**src/rtl/td4x_core.sv**
```systemverilog
// td4x_core: parametrised TD4-style accumulator core.
//
// Fetches one instruction word per FETCH over a req/ack handshake, executes
// it in a single EXEC cycle, and returns to FETCH. A HALT opcode parks the
// core in HALT until reset.
//
// Ports
//   clk, reset       rising-edge clock, synchronous active-high reset
//   imem_addr        fetch address (always the PC)
//   imem_req         fetch request, high while in FETCH and not in reset
//   imem_ack         memory answer; imem_data is valid in the same cycle
//   imem_data        instruction word {opcode[3:0], imm[DATA_W-1:0]}
//   in_port          input port, read combinationally during EXEC
//   out_port         registered output port
//   out_strobe       one-cycle pulse in the cycle after out_port is written
//   halted           high while in HALT
//   dbg_state_o      FSM state (0 FETCH, 1 EXEC, 2 HALT)
//   dbg_a_o/_b_o     A and B registers
//   dbg_carry_o      carry flag
//   dbg_ir_o         instruction register
//
// Fetch handshake: imem_req is held high with a stable imem_addr for as long
// as the core waits in FETCH. A transfer happens on every rising edge where
// imem_req and imem_ack are both high; imem_ack in any other cycle is ignored.

module td4x_core #(
    parameter int DATA_W = 4
) (
    input  logic              clk,
    input  logic              reset,
    output logic [DATA_W-1:0] imem_addr,
    output logic              imem_req,
    input  logic              imem_ack,
    input  logic [DATA_W+3:0] imem_data,
    input  logic [DATA_W-1:0] in_port,
    output logic [DATA_W-1:0] out_port,
    output logic              out_strobe,
    output logic              halted,
    output logic [1:0]        dbg_state_o,
    output logic [DATA_W-1:0] dbg_a_o,
    output logic [DATA_W-1:0] dbg_b_o,
    output logic              dbg_carry_o,
    output logic [DATA_W+3:0] dbg_ir_o
);

    typedef enum logic [1:0] {
        ST_FETCH = 2'd0,
        ST_EXEC  = 2'd1,
        ST_HALT  = 2'd2
    } state_t;

    localparam logic [3:0] OP_ADD_A   = 4'b0000;
    localparam logic [3:0] OP_MOV_AB  = 4'b0001;
    localparam logic [3:0] OP_IN_A    = 4'b0010;
    localparam logic [3:0] OP_MOV_AI  = 4'b0011;
    localparam logic [3:0] OP_MOV_BA  = 4'b0100;
    localparam logic [3:0] OP_ADD_B   = 4'b0101;
    localparam logic [3:0] OP_IN_B    = 4'b0110;
    localparam logic [3:0] OP_MOV_BI  = 4'b0111;
    localparam logic [3:0] OP_OUT_B   = 4'b1001;
    localparam logic [3:0] OP_OUT_I   = 4'b1011;
    localparam logic [3:0] OP_HALT    = 4'b1100;
    localparam logic [3:0] OP_JNC     = 4'b1110;
    localparam logic [3:0] OP_JMP     = 4'b1111;

    localparam logic [DATA_W-1:0] PC_ONE = {{(DATA_W-1){1'b0}}, 1'b1};

    state_t              state_q, state_d;
    logic [DATA_W-1:0]   pc_q, pc_d;
    logic [DATA_W-1:0]   a_q, a_d;
    logic [DATA_W-1:0]   b_q, b_d;
    logic                carry_q, carry_d;
    logic [DATA_W+3:0]   ir_q, ir_d;
    logic [DATA_W-1:0]   out_q, out_d;
    logic                strobe_q, strobe_d;

    logic [3:0]          opcode;
    logic [DATA_W-1:0]   imm;
    logic [DATA_W-1:0]   src;
    logic [DATA_W:0]     sum;
    logic                wr_a, wr_b, wr_out, wr_carry, jump;

    assign opcode = ir_q[DATA_W+3:DATA_W];
    assign imm    = ir_q[DATA_W-1:0];

    // ---------------- FSM: state register ----------------
    always_ff @(posedge clk) begin
        if (reset) begin
            state_q <= ST_FETCH;
        end else begin
            state_q <= state_d;
        end
    end

    // ---------------- FSM: next state ----------------
    always_comb begin
        state_d = state_q;
        case (state_q)
            ST_FETCH: if (imem_ack) state_d = ST_EXEC;
            ST_EXEC:  state_d = (opcode == OP_HALT) ? ST_HALT : ST_FETCH;
            ST_HALT:  state_d = ST_HALT;
            default:  state_d = ST_FETCH;
        endcase
    end

    // ---------------- FSM: outputs ----------------
    // reset gates imem_req directly so the memory never sees a request in a
    // cycle whose edge is going to discard it.
    always_comb begin
        imem_req    = (state_q == ST_FETCH) && !reset;
        halted      = (state_q == ST_HALT);
        dbg_state_o = state_q;
    end

    // ---------------- Decode ----------------
    // Every ALU-class opcode computes src + imm; the opcode only picks src and
    // the destination. NOP and HALT are the only opcodes that keep carry.
    always_comb begin
        src      = '0;
        wr_a     = 1'b0;
        wr_b     = 1'b0;
        wr_out   = 1'b0;
        wr_carry = 1'b1;
        jump     = 1'b0;
        case (opcode)
            OP_ADD_A:  begin src = a_q;     wr_a = 1'b1;   end
            OP_ADD_B:  begin src = b_q;     wr_b = 1'b1;   end
            OP_MOV_AI: begin                wr_a = 1'b1;   end
            OP_MOV_BI: begin                wr_b = 1'b1;   end
            OP_MOV_AB: begin src = b_q;     wr_a = 1'b1;   end
            OP_MOV_BA: begin src = a_q;     wr_b = 1'b1;   end
            OP_IN_A:   begin src = in_port; wr_a = 1'b1;   end
            OP_IN_B:   begin src = in_port; wr_b = 1'b1;   end
            OP_OUT_B:  begin src = b_q;     wr_out = 1'b1; end
            OP_OUT_I:  begin                wr_out = 1'b1; end
            OP_JMP:    begin                jump = 1'b1;   end
            // JNC looks at the carry left by the previous instruction.
            OP_JNC:    begin                jump = !carry_q; end
            default:   begin                wr_carry = 1'b0; end
        endcase
    end

    assign sum = {1'b0, src} + {1'b0, imm};

    // ---------------- Datapath next state ----------------
    always_comb begin
        pc_d     = pc_q;
        a_d      = a_q;
        b_d      = b_q;
        carry_d  = carry_q;
        ir_d     = ir_q;
        out_d    = out_q;
        strobe_d = 1'b0;
        case (state_q)
            ST_FETCH: begin
                if (imem_ack) ir_d = imem_data;
            end
            ST_EXEC: begin
                if (opcode != OP_HALT) begin
                    pc_d = jump ? sum[DATA_W-1:0] : pc_q + PC_ONE;
                end
                if (wr_a)     a_d     = sum[DATA_W-1:0];
                if (wr_b)     b_d     = sum[DATA_W-1:0];
                if (wr_carry) carry_d = sum[DATA_W];
                if (wr_out) begin
                    out_d    = sum[DATA_W-1:0];
                    strobe_d = 1'b1;
                end
            end
            default: ;
        endcase
    end

    always_ff @(posedge clk) begin
        if (reset) begin
            pc_q     <= '0;
            a_q      <= '0;
            b_q      <= '0;
            carry_q  <= 1'b0;
            ir_q     <= '0;
            out_q    <= '0;
            strobe_q <= 1'b0;
        end else begin
            pc_q     <= pc_d;
            a_q      <= a_d;
            b_q      <= b_d;
            carry_q  <= carry_d;
            ir_q     <= ir_d;
            out_q    <= out_d;
            strobe_q <= strobe_d;
        end
    end

    assign imem_addr   = pc_q;
    assign out_port    = out_q;
    assign out_strobe  = strobe_q;
    assign dbg_a_o     = a_q;
    assign dbg_b_o     = b_q;
    assign dbg_carry_o = carry_q;
    assign dbg_ir_o    = ir_q;

endmodule

```
**config.mk**
```make
export PLATFORM = sky130hd
export DESIGN_NAME = td4x_core
export DESIGN_NICKNAME = d
export VERILOG_FILES = /design/src/rtl/td4x_core.sv
export SDC_FILE = /design/constraint.sdc
export NUM_CORES = 1
export LEC_CHECK = 0
export CAP_MARGIN = 30
export CORE_ASPECT_RATIO = 1.5
export CORE_UTILIZATION = 41
export CTS_CLUSTER_DIAMETER = 80
export DETAILED_ROUTE_END_ITERATION = 7
export GPL_ROUTABILITY_DRIVEN = 0
export GPL_TIMING_DRIVEN = 0
export PLACE_DENSITY = 0.82
export REMOVE_ABC_BUFFERS = 1
export SETUP_SLACK_MARGIN = 0.4
export SLEW_MARGIN = 20
export SYNTH_ARGS = -nofsm -noshare
export SYNTH_HDL_FRONTEND = slang
export SYNTH_SLANG_ARGS = --single-unit
export TNS_END_PERCENT = 20
```
**constraint.sdc**
```tcl
create_clock -name clk -period 2 [get_ports clk]
set_clock_uncertainty 0.05 [all_clocks]
set_input_delay 0.4 -clock clk [delete_from_list [all_inputs] [get_ports clk]]
set_output_delay 0.4 -clock clk [all_outputs]
set_load 0.02 [all_outputs]
```
==> impl_metrics.toml <==
[flow_run]
cap_violations = 0

[detailed_routing]
vias_per_cell = 5.51
routed_wl_um = 4070
wl_per_cell_um = 16.7
highest_layer = "met4"
met2_length_um = 2180
dr_wl_met3_um = 168
wl_met1_um = 1600
first_iter_violations = 44
drc = 0
vias = 1345
detail-route-antenna-nets = 0
dr.pass1.iters = 4

[worst_setup_path]
path_cells = "mux2i_4 -> o21ai_2 -> buf_4 -> buf_6 -> fa_2 -> xnor2_4 -> mux2i_1 -> a32o_1"
cp-end-kind = "register"
timing.critical_path.buf_inv = 2
crit_type = "reg -> reg"
required_ps = 2120
crit_family = "flip-flops"
arrival_ps = 2270
cp-start-kind = "register"
cp_max_fo = 6
slowest_stage = "dfxtp_4"
max_stage_delay_ps = 440

[floorplanning]
initial_core_util_pct = 43.7
dieArea_sq_mm = 0.00367
pin_count = 45
die_y_um = 73.7
die_w_um = 49.8
core_area_sq_mm = 0.00322
rows = 25

[cells_and_area]
layout-drive-gt1-share_pct = 26.0
fin_nets = 226
final_cell_count_no_fill = 244
final_util_pct = 67.0
area_growth_pct = 53.5
antenna_cells = 0
final_cell_area_sq_mm = 0.00216

[grt]
grtUsageTotal_pct = 22.9
grt.overflow.total = 0
grt_max_degree = 34
antenna_found_initial = 0
grt_pass1_wl_um = 6220
first_global_vias = 1239

[clock_network]
numCtsBuffers = 3
root_buffer = "clkbuf_8"
htree_levels = 1
cts.sinks = 28
cts_tree = "done"
path_clk_slew_ps = 90
clock_latency_ps = 280
ctsLongestPathBuffers = 2

[timing]
worst_slack_ps = -148
fin_crit_ps = 2150
tightestPinTransition_ps = 564
max-slew-margin-rel_pct = 62.3
fmax_mhz = 466
rsz0062_at_grt = "true"
setup_viol = 11
report.final.hold_viol_count = 0
timing.hold.ws_ps = 331
drv_slew = 0
fin_crit_sh_pct = 107

[power_and_ir_drop]
p_leak_uw = 0.000975
power_uw = 1350
vdd_drop_max_uv = 437
pwr_density_cell_mw_per_mm2 = 626

[synthesis]
synth_warnings = 0
synthTopCellsByArea = "dfxtp_1 (40%), mux2i_1 (14%), nor2_1 (5.9%)"
ys_top_cells_by_count = "dfxtp_1 (28), nor2_1 (22), mux2i_1 (20)"
synth_area_sq_mm = 0.00141
synth_edf_count = 0
syn_inst = 148
syn_area_per_cell_sq_um = 9.50
async_reset_ff_share_pct = 0
synthDistinctLibCells = 41
synth_most_common_cell = "dfxtp_1"
synth.top_cell.area_share_pct = 39.9
synth.largest_area_cell = "dfxtp_1"
synth_flop_cell = "dfxtp_1"
yosysSeqAreaShare_pct = 39.9
synth-seq-cells = 28

[place]
dp_hpwl_um = 2540
dpl_cell_area_sq_mm = 0.00186
numPortBuffers = 44
dp.cells = 225

[run_status]
violations = "setup timing"
status = "finished with violations"

[worst_hold_path]
hold_class = "in -> reg"
## power by group
part           switching [uW]  total [uW]  internal [uW]
clock                     178         446            268
sequential               29.5         605            576
combinational             156         300            144
## state kept, by name, summed over array words and instances (netlist names)
signal,cells
dbg_ir_o,8
dbg_a_o,4
dbg_b_o,4
imem_addr,4
out_port,4
dbg_state_o,2
dbg_carry_o,1
out_strobe,1
## timing repair
item / in CTS / in global routing
setup endpoints to repair: 58 / 30
gates resized for setup: 74 / 16
pin swaps: 18 / 13
hold buffers: 0 / 0
setup buffers: 11 / 4
## placed cells by master, fill, tap and decap left out, types with 4 or more instances in the layout
cell type	count
dfxtp_4	5
nand2b_1	10
clkdlybuf4s50_1	11
a211oi_1	4
a21oi_1	4
dlygate4sd2_1	26
nor2_1	22
mux2i_1	19
buf_4	15
dfxtp_1	23
nand2_1	5
## path summary, 6_finish.rpt
path / from / to / slack, ps / depth (start not counted)
max: dbg_ir_o[5] / imem_addr[2] / -150 / 8
min: imem_ack / dbg_state_o[0] / 330 / 2
max reg2reg: dbg_ir_o[5] / imem_addr[2] / -150 / 8
min reg2reg: out_port[3] / out_port[3] / 440 / 2
## cell families after synthesis
logic type	count (synthesis)	synth area share [%]
xor+xnor	2	1.25
fa+ha+maj	6	5.87
mux	20	14.2
simple gates	58	23.3
buf+inv	9	3.20
compound gates	25	12.3
flops	28	39.9
## metal layers
layer	track usage (%)	up-vias
met5	0	-
met4	11.1	0
met3	2.69	15
met2	41.9	47
met1	25.9	650
li1	-	633
## per-stage QoR
stage          setup TNS, ps  setup WS [ps]
3_5_place_dp           -7810           -943
5_1_grt                -1810           -197
6_report                -978           -148
3_3_place_gp          -10470           -855
4_1_cts                 -159          -50.9
2_1_floorplan          -2730           -369
## cell type report
type                       count  area [sq um]
fill                         251          1060
tap                           40          50.0
timing repair buffer          59           510
clock inverter                 1          30.0
sequential                    28           579
inverter                       2          12.5
clock buffer                   3          41.3
multi-input combinational    111           935
Power figures use the tool's default switching activity.
